--- src/rtl/abr_keccak_entropy_pkg.sv ---
// Shared constants, sparse state encoding and LFSR helper for the Keccak masking entropy source.
// Provides ABR_PRIM_FLOP_SPARSE_FSM when the surrounding codebase has not already defined it.
`ifndef ABR_PRIM_FLOP_SPARSE_FSM
`define ABR_PRIM_FLOP_SPARSE_FSM(state_d, state_q, state_t, rst_val) \
  always_ff @(posedge clk_i or negedge rst_n) begin \
    if (!rst_n) state_q <= rst_val; \
    else        state_q <= state_d; \
  end
`endif

package abr_keccak_entropy_pkg;

  localparam int unsigned ChunkW      = 32;
  localparam int unsigned StateW      = 6;
  localparam logic [31:0] LfsrPoly    = 32'h8020_0003;
  localparam logic [31:0] NonZeroSeed = 32'h1;

  // Pairwise Hamming distance >= 3 between all legal encodings.
  typedef enum logic [StateW-1:0] {
    StIdle          = 6'b001011,
    StSeed          = 6'b110001,
    StFill          = 6'b010110,
    StRun           = 6'b101100,
    StTerminalError = 6'b111111
  } keccak_ent_st_e;

  function automatic logic [ChunkW-1:0] lfsr_next(input logic [ChunkW-1:0] s);
    return s[0] ? ((s >> 1) ^ LfsrPoly) : (s >> 1);
  endfunction

endpackage

--- src/rtl/abr_keccak_entropy_if.sv ---
// Seed request/acknowledge port and round entropy handshake of the Keccak entropy source.
interface abr_keccak_entropy_if #(
  parameter int unsigned RandW = 800
);
  import abr_keccak_entropy_pkg::*;

  logic              seed_req_o;
  logic              seed_ack_i;
  logic [ChunkW-1:0] seed_i;
  logic              rand_valid_o;
  logic              rand_early_o;
  logic [RandW-1:0]  rand_data_o;
  logic              rand_aux_o;
  logic              rand_consumed_i;

  // Entropy source side.
  modport slave (
    output seed_req_o, rand_valid_o, rand_early_o, rand_data_o, rand_aux_o,
    input  seed_ack_i, seed_i, rand_consumed_i
  );

  // Seed provider / round side.
  modport master (
    input  seed_req_o, rand_valid_o, rand_early_o, rand_data_o, rand_aux_o,
    output seed_ack_i, seed_i, rand_consumed_i
  );

endinterface

--- src/rtl/abr_keccak_entropy_lfsr.sv ---
// One 32-bit Galois LFSR chunk; clear beats load beats step, zero loads are forced non-zero.
module abr_keccak_entropy_lfsr
  import abr_keccak_entropy_pkg::*;
(
  input  logic              clk_i,
  input  logic              rst_n,
  input  logic              load,
  input  logic [ChunkW-1:0] load_val,
  input  logic              step,
  input  logic              clr,
  output logic [ChunkW-1:0] state_o
);

  logic [ChunkW-1:0] r_state;

  always_ff @(posedge clk_i or negedge rst_n) begin
    if (!rst_n) begin
      r_state <= '0;
    end else if (clr) begin
      r_state <= '0;
    end else if (load) begin
      r_state <= (load_val == '0) ? NonZeroSeed : load_val;
    end else if (step) begin
      r_state <= lfsr_next(r_state);
    end
  end

  assign state_o = r_state;

endmodule

--- src/rtl/abr_keccak_entropy.sv ---
// Masking-randomness source for the masked Keccak round: seeds a bank of LFSR chunks, serves words.
// Optional periodic reseeding is enabled with `define ABR_KECCAK_ENTROPY_RESEED_EN.
module abr_keccak_entropy
  import abr_keccak_entropy_pkg::*;
#(
  parameter int unsigned Width          = 1600,
  parameter int unsigned ReseedInterval = 1024
) (
  input  logic                        clk_i,
  input  logic                        rst_n,
  input  logic                        zeroize,
  input  logic                        en_i,
  abr_keccak_entropy_if.slave         ent,
  output logic                        consume_error_o,
  output logic                        fsm_error_o
);

  localparam int unsigned RandW     = Width / 2;
  localparam int unsigned NumChunks = RandW / ChunkW;
  localparam int unsigned CntW      = (NumChunks > 1) ? $clog2(NumChunks) : 1;

  if ((RandW % ChunkW) != 0 || NumChunks == 0) begin : g_bad_width
    $error("Width/2 must be a non-zero multiple of 32");
  end
  if (ReseedInterval < 1 || ReseedInterval > 65535) begin : g_bad_interval
    $error("ReseedInterval must be in 1..65535");
  end

  keccak_ent_st_e    r_state;
  keccak_ent_st_e    w_state_d;
  logic [CntW-1:0]   r_seed_cnt;
  logic              r_cons_err;
  logic              w_seed_req;
  logic              w_valid;
  logic              w_early;
  logic              w_step;
  logic              w_seed_xfer;
  logic              w_seed_cnt_clr;
  logic              w_fsm_err;
  logic              w_aux;
  logic [RandW-1:0]  w_chunks;

`ifdef ABR_KECCAK_ENTROPY_RESEED_EN
  localparam int unsigned ConsW = 16;
  logic [ConsW-1:0]  r_cons_cnt;
  logic              w_cons_clr;
`endif

  // Next-state and control decode.
  always_comb begin
    w_state_d      = r_state;
    w_seed_req     = 1'b0;
    w_valid        = 1'b0;
    w_early        = 1'b0;
    w_step         = 1'b0;
    w_seed_xfer    = 1'b0;
    w_seed_cnt_clr = 1'b0;
    w_fsm_err      = 1'b0;
`ifdef ABR_KECCAK_ENTROPY_RESEED_EN
    w_cons_clr     = 1'b0;
`endif
    case (r_state)
      StIdle: begin
        if (en_i) begin
          w_seed_cnt_clr = 1'b1;
          w_state_d      = StSeed;
        end
      end
      StSeed: begin
        w_seed_req = 1'b1;
        if (ent.seed_ack_i) begin
          w_seed_xfer = 1'b1;
          if (r_seed_cnt == CntW'(NumChunks - 1)) begin
            w_seed_cnt_clr = 1'b1;
            w_state_d      = StFill;
          end
        end
      end
      StFill: begin
        w_early   = 1'b1;
        w_step    = 1'b1;
        w_state_d = StRun;
      end
      StRun: begin
        w_valid = 1'b1;
        if (ent.rand_consumed_i) begin
          w_step  = 1'b1;
          w_early = 1'b1;
`ifdef ABR_KECCAK_ENTROPY_RESEED_EN
          if (r_cons_cnt == ConsW'(ReseedInterval - 1)) begin
            w_cons_clr     = 1'b1;
            w_seed_cnt_clr = 1'b1;
            w_state_d      = StSeed;
          end
`endif
        end
      end
      StTerminalError: begin
        w_fsm_err = 1'b1;
      end
      default: begin
        w_fsm_err = 1'b1;
        w_state_d = StTerminalError;
      end
    endcase
    if (zeroize) begin
      w_state_d = StIdle;
    end
  end

  `ABR_PRIM_FLOP_SPARSE_FSM(w_state_d, r_state, keccak_ent_st_e, StIdle)

  // Seed word index; cleared on entry to seeding and after the last word.
  always_ff @(posedge clk_i or negedge rst_n) begin
    if (!rst_n) begin
      r_seed_cnt <= '0;
    end else if (zeroize || w_seed_cnt_clr) begin
      r_seed_cnt <= '0;
    end else if (w_seed_xfer) begin
      r_seed_cnt <= r_seed_cnt + CntW'(1);
    end
  end

`ifdef ABR_KECCAK_ENTROPY_RESEED_EN
  always_ff @(posedge clk_i or negedge rst_n) begin
    if (!rst_n) begin
      r_cons_cnt <= '0;
    end else if (zeroize || w_cons_clr) begin
      r_cons_cnt <= '0;
    end else if (r_state == StRun && ent.rand_consumed_i) begin
      r_cons_cnt <= r_cons_cnt + ConsW'(1);
    end
  end
`endif

  // Sticky: the round consumed data that was not being offered.
  always_ff @(posedge clk_i or negedge rst_n) begin
    if (!rst_n) begin
      r_cons_err <= 1'b0;
    end else if (zeroize) begin
      r_cons_err <= 1'b0;
    end else if (ent.rand_consumed_i && r_state != StRun) begin
      r_cons_err <= 1'b1;
    end
  end

  for (genvar i = 0; i < NumChunks; i++) begin : g_chunk
    abr_keccak_entropy_lfsr u_lfsr (
      .clk_i    (clk_i),
      .rst_n    (rst_n),
      .load     (w_seed_xfer && (r_seed_cnt == CntW'(i))),
      .load_val (ent.seed_i),
      .step     (w_step),
      .clr      (zeroize),
      .state_o  (w_chunks[ChunkW*i +: ChunkW])
    );
  end

  always_comb begin
    w_aux = 1'b0;
    for (int unsigned i = 0; i < NumChunks; i++) begin
      w_aux = w_aux ^ w_chunks[ChunkW*i + ChunkW - 1];
    end
  end

  // Rand outputs are forced to zero once the FSM has failed.
  assign ent.seed_req_o   = w_seed_req;
  assign ent.rand_valid_o = w_valid;
  assign ent.rand_early_o = w_early;
  assign ent.rand_data_o  = w_fsm_err ? '0 : w_chunks;
  assign ent.rand_aux_o   = w_aux & ~w_fsm_err;
  assign consume_error_o  = r_cons_err;
  assign fsm_error_o      = w_fsm_err;

endmodule

--- src/flat_wrapper.sv ---
// flat-port wrapper written by rule: the top's interface ports become plain ports
module abr_keccak_entropy_flat import abr_keccak_entropy_pkg::*;
#(
  parameter int unsigned Width          = 1600,
  parameter int unsigned ReseedInterval = 1024
)
  (clk_i, rst_n, zeroize, en_i, consume_error_o, fsm_error_o, ent_seed_req_o, ent_rand_valid_o, ent_rand_early_o, ent_rand_data_o, ent_rand_aux_o, ent_seed_ack_i, ent_seed_i, ent_rand_consumed_i);
  abr_keccak_entropy_if #(.RandW((Width / 2))) ent_i ();
  input  logic clk_i;
  input  logic rst_n;
  input  logic zeroize;
  input  logic en_i;
  output logic consume_error_o;
  output logic fsm_error_o;
  output wire logic [$bits(ent_i.seed_req_o)-1:0] ent_seed_req_o;
  output wire logic [$bits(ent_i.rand_valid_o)-1:0] ent_rand_valid_o;
  output wire logic [$bits(ent_i.rand_early_o)-1:0] ent_rand_early_o;
  output wire logic [$bits(ent_i.rand_data_o)-1:0] ent_rand_data_o;
  output wire logic [$bits(ent_i.rand_aux_o)-1:0] ent_rand_aux_o;
  input wire logic [$bits(ent_i.seed_ack_i)-1:0] ent_seed_ack_i;
  input wire logic [$bits(ent_i.seed_i)-1:0] ent_seed_i;
  input wire logic [$bits(ent_i.rand_consumed_i)-1:0] ent_rand_consumed_i;
  assign ent_seed_req_o = ent_i.seed_req_o;
  assign ent_rand_valid_o = ent_i.rand_valid_o;
  assign ent_rand_early_o = ent_i.rand_early_o;
  assign ent_rand_data_o = ent_i.rand_data_o;
  assign ent_rand_aux_o = ent_i.rand_aux_o;
  assign ent_i.seed_ack_i = ent_seed_ack_i;
  assign ent_i.seed_i = ent_seed_i;
  assign ent_i.rand_consumed_i = ent_rand_consumed_i;
  abr_keccak_entropy #(.Width(Width), .ReseedInterval(ReseedInterval)) u_core (.clk_i(clk_i), .rst_n(rst_n), .zeroize(zeroize), .en_i(en_i), .ent(ent_i), .consume_error_o(consume_error_o), .fsm_error_o(fsm_error_o));
endmodule
--- config.mk ---
export PLATFORM = sky130hd
export DESIGN_NAME = abr_keccak_entropy_flat
export DESIGN_NICKNAME = d
export VERILOG_FILES = /design/src/rtl/abr_keccak_entropy_pkg.sv /design/src/rtl/abr_keccak_entropy_if.sv /design/src/rtl/abr_keccak_entropy_lfsr.sv /design/src/rtl/abr_keccak_entropy.sv /design/src/flat_wrapper.sv
export SDC_FILE = /design/constraint.sdc
export NUM_CORES = 2
export LEC_CHECK = 0
export BUFFER_PORTS_ARGS = -buffer_cell sky130_fd_sc_hd__buf_2
export CAP_MARGIN = 20
export CORE_AREA = 2 2 324 326
export CTS_BUF_LIST = sky130_fd_sc_hd__clkbuf_4
export DETAILED_ROUTE_END_ITERATION = 16
export DIE_AREA = 0 0 326 328
export PLACE_DENSITY = 0.68
export SLEW_MARGIN = 20
export SYNTH_ARGS = -nofsm -noshare
export SYNTH_HDL_FRONTEND = slang
export SYNTH_SLANG_ARGS = --single-unit
--- constraint.sdc ---
create_clock -name clk_i -period 2.2 [get_ports clk_i]
set_input_delay 0.33 -clock clk_i [delete_from_list [all_inputs] [get_ports clk_i]]
set_output_delay 0.33 -clock clk_i [all_outputs]
set_load 0.02 [all_outputs]
==> reports/metrics.yaml <==
synth:
  synth_xor_area_share_pct: 1.98
  synth_top_family_by_area: "simple AND/OR/NAND/NOR gates"
  synth_edf_count: 0
  synthCells: 5484
  yosys_warnings: 0
  syn_area_per_cell_sq_um: 8.33
  ys_seq_elements: 812
  synth-async-reset-ratio_pct: 100
  syn_nets: 5527
  synth.distinct_cells: 45
  synth-compound-area-share_pct: 15.7
  synthMuxAreaShare_pct: 3.20
  ys_seq_area_share_pct: 44.5
  yosys.area_share.adder_pct: 0.137
  synth_area_sq_um: 45700
  synth_flop_cell: "dfrtp_1"
  synth_simple_gate_area_share_pct: 29.0
placement:
  place_hpwl_um: 122000
  port_buffers: 843
  gp_congestion: 0.916
  place_inst: 7442
grt:
  antenna_found_initial: 10
  grt_max_degree: 104
  grt_pass1_vias: 44800
  grtUsageTotal_pct: 35.3
  grt_overflow_total: 0
  grt_pass1_wl_um: 287000
power_and_ir_drop:
  total_leakage_power_nw: 27.4
  power_frac_clock_pct: 42.9
  seqPwrFrac_pct: 47.0
  powerDensity_nw_per_um2: 515
  power_mw: 31.8
  combPwrFrac_pct: 10.1
  power_switching_mw: 8.93
  peakVddDrop_mv: 0.453
  intPower_mw: 22.9
  switching_share_pct: 28.1
sta:
  hold_viol: 0
  fin_crit_sh_pct: 162
  max-slew-margin-rel_pct: 40.0
  rsz0062_at_grt: "yes"
  skew_ns: 0.0986
  slew_violations: 0
  max_freq_mhz: 281
  finalSetupViolCount: 1607
  worst_pin_slew_ns: 0.900
  timing.final.ws_setup_ns: -1.36
  fin_crit_ns: 3.56
die:
  initial_core_util_pct: 44.3
  dieArea_sq_um: 107000
  rows: 118
  pin_count: 844
  die_x_um: 326
  die_y_um: 328
  fp.coreArea_sq_um: 103000
setup_path:
  end_kind: "primary output"
  worstPathRequired_ns: 1.87
  worstSetupPathType: "reg -> out"
  start_kind: "register"
  crit_arrival_ns: 3.23
  path_max_fanout: 18
hold_path:
  hold_class: "in -> reg"
cells_and_area:
  drive_gt1_share_pct: 30.2
  seqCellArea_sq_um: 20300
  final_cell_mix: "nand2_1 (1291), dfrtp_1 (809), nor2_1 (778)"
  final_common_cell: "nand2_1"
  syn_to_final_growth_pct: 35.4
  nNetsFinal: 6454
  stdcell_count: 7952
  fill_cells: 8481
  multiInputGateArea_sq_um: 23800
clocking:
  clock_sinks: 812
  cts-buffers-inserted: 214
  tritoncts: "yes"
  worst_skew_pair.late_latency_ns: 1.19
  clk_path_buf_depth: 3
  clkTransAtPathRegs_ns: 0.06
  htreeDepth: 4
  cts_root_buffer: "clkbuf_4"
routing:
  drcViolationCount: 0
  wl_per_cell_um: 25.5
  drt_wl_total_um: 203000
  drtAntennaViolNets: 0
  viasPerCell: 6.09
  drtIter0Drc: 6763
  vias: 48400
  drt_first_pass_iters: 8
status:
  outcome: "finished, violations left"
  violations: "negative setup slack"
run:
  drv_cap: 0
registers in the layout (all words and copies together), names as in the netlist:
| register | cells |
|---|---|
| u_core.r_state | 6 |
| u_core.g_chunk.u_lfsr.state_o | 800 |
| u_core.consume_error_o | 1 |
| u_core.r_seed_cnt | 5 |
cell type report:
class | instances | area share (%)
multi-input cells | 4066 | 38.5
clock buffers | 327 | 3.97
inverters | 8 | 0.0607
repair buffers | 1309 | 21.4
diodes | 8 | 0.0324
clock inverters | 42 | 0.354
well taps | 1380 | 2.79
flip-flops and latches | 812 | 32.9
worst paths after layout:
path                                                                  start                                                end  slack (ns)  cells after the start
max                                           u_core.r_state[0]$_DFFE_PN1P_                               ent_rand_data_o[330]       -1.36                      8
min reg2reg                u_core.g_chunk[2].u_lfsr.state_o[23]$_DFFE_PN0P_   u_core.g_chunk[2].u_lfsr.state_o[22]$_DFFE_PN0P_        0.50                      2
max reg2reg                                   u_core.r_state[0]$_DFFE_PN1P_   u_core.g_chunk[8].u_lfsr.state_o[26]$_DFFE_PN0P_       -0.37                      9
min                                                                    en_i                      u_core.r_state[5]$_DFFE_PN0P_        0.25                      4
min in group asynchronous                                             rst_n  u_core.g_chunk[10].u_lfsr.state_o[11]$_DFFE_PN0P_        0.41                      4
max in group asynchronous                                             rst_n  u_core.g_chunk[14].u_lfsr.state_o[14]$_DFFE_PN0P_        0.91                      6
power by group through the flow:
stage	Clock (mW)	Sequential, mW	Combinational (mW)
after global routing	14.5	14.9	3.30
after global placement	0	15.2	2.01
final	13.7	15.0	3.23
after CTS	13.7	15.0	2.80
after detailed placement	0	15.2	2.03
after floorplan	0	15.2	0.726
worst max-delay path: stages (launching register included):
cell,delay (ns)
dfstp_2,0.57
nor4bb_4,0.35
o21ai_2,0.16
nand2_8,0.17
buf_16,0.17
buf_16,0.16
clkbuf_16,0.18
and2_1,0.14
buf_2,0.17
routing by layer:
layer	vias up	track usage [%]	wire length [um]
li1	20600	-	-
met1	23400	45.3	75300
met2	3489	53.4	90000
met3	878	7.67	21800
met4	4	24.1	15600
met5	-	0	27
synthesized netlist by cell type (2+ instances only):
library cell | n | area (sq um)
nand3_1 | 29 | 145
clkbuf_1 | 416 | 1560
and2_1 | 803 | 5020
nand2b_1 | 3 | 18.8
xnor3_1 | 2 | 45.0
nor4_1 | 10 | 62.6
o211ai_1 | 50 | 375
inv_2 | 2 | 7.51
ha_1 | 5 | 62.6
o21bai_1 | 3 | 22.5
o21ai_0 | 2 | 10.0
buf_4 | 20 | 150
a21oi_1 | 54 | 270
buf_6 | 2 | 22.5
dfstp_2 | 3 | 78.8
nor3_1 | 5 | 25.0
nor2b_1 | 3 | 18.8
inv_1 | 6 | 22.5
nor2_1 | 779 | 2920
nand4_1 | 4 | 25.0
a311oi_1 | 570 | 4990
xnor2_1 | 68 | 596
dfrtp_1 | 809 | 20200
and3_1 | 8 | 50.1
xor2_1 | 30 | 263
a211oi_1 | 172 | 1290
or4_1 | 2 | 15.0
a311oi_2 | 10 | 150
nor4bb_1 | 2 | 20.0
nand2_1 | 1294 | 4860
buf_1 | 29 | 109
buf_2 | 131 | 656
mux2i_1 | 146 | 1460
timing repair:
item,4_1_cts,5_1_grt
pin swaps,18,24
gates cloned,35,32
endpoints found under the hold margin,1624,0
hold buffers,41,0
setup endpoints to repair,1494,1614
setup buffers,26,10
resized for setup,358,921
through the flow:
stage	TNS [ns]	worst slack, ns	area, sq um	hold slack [ns]	util, %
2_1_floorplan	0	0.0111	45700	0.0344	-
3_3_place_gp	-102.50	-0.504	53300	0.254	51.6
3_5_place_dp	-149.52	-0.467	53300	0.253	51.6
4_1_cts	-1206.97	-1.53	58700	0.119	56.9
5_1_grt	-1420.97	-1.55	61800	0.197	59.9
6_report	-1173.42	-1.36	61900	0.252	59.9
cells by family after synthesis:
kind of cell / count (synthesis)
AND/OR/NAND/NOR: 2950
AO/OA/AOI/OAI: 865
flip-flops: 812
buffers and inverters: 606
multiplexers: 146
XOR/XNOR: 100
adder cells (fa/ha/maj): 5
Power figures use the tool's default switching activity.
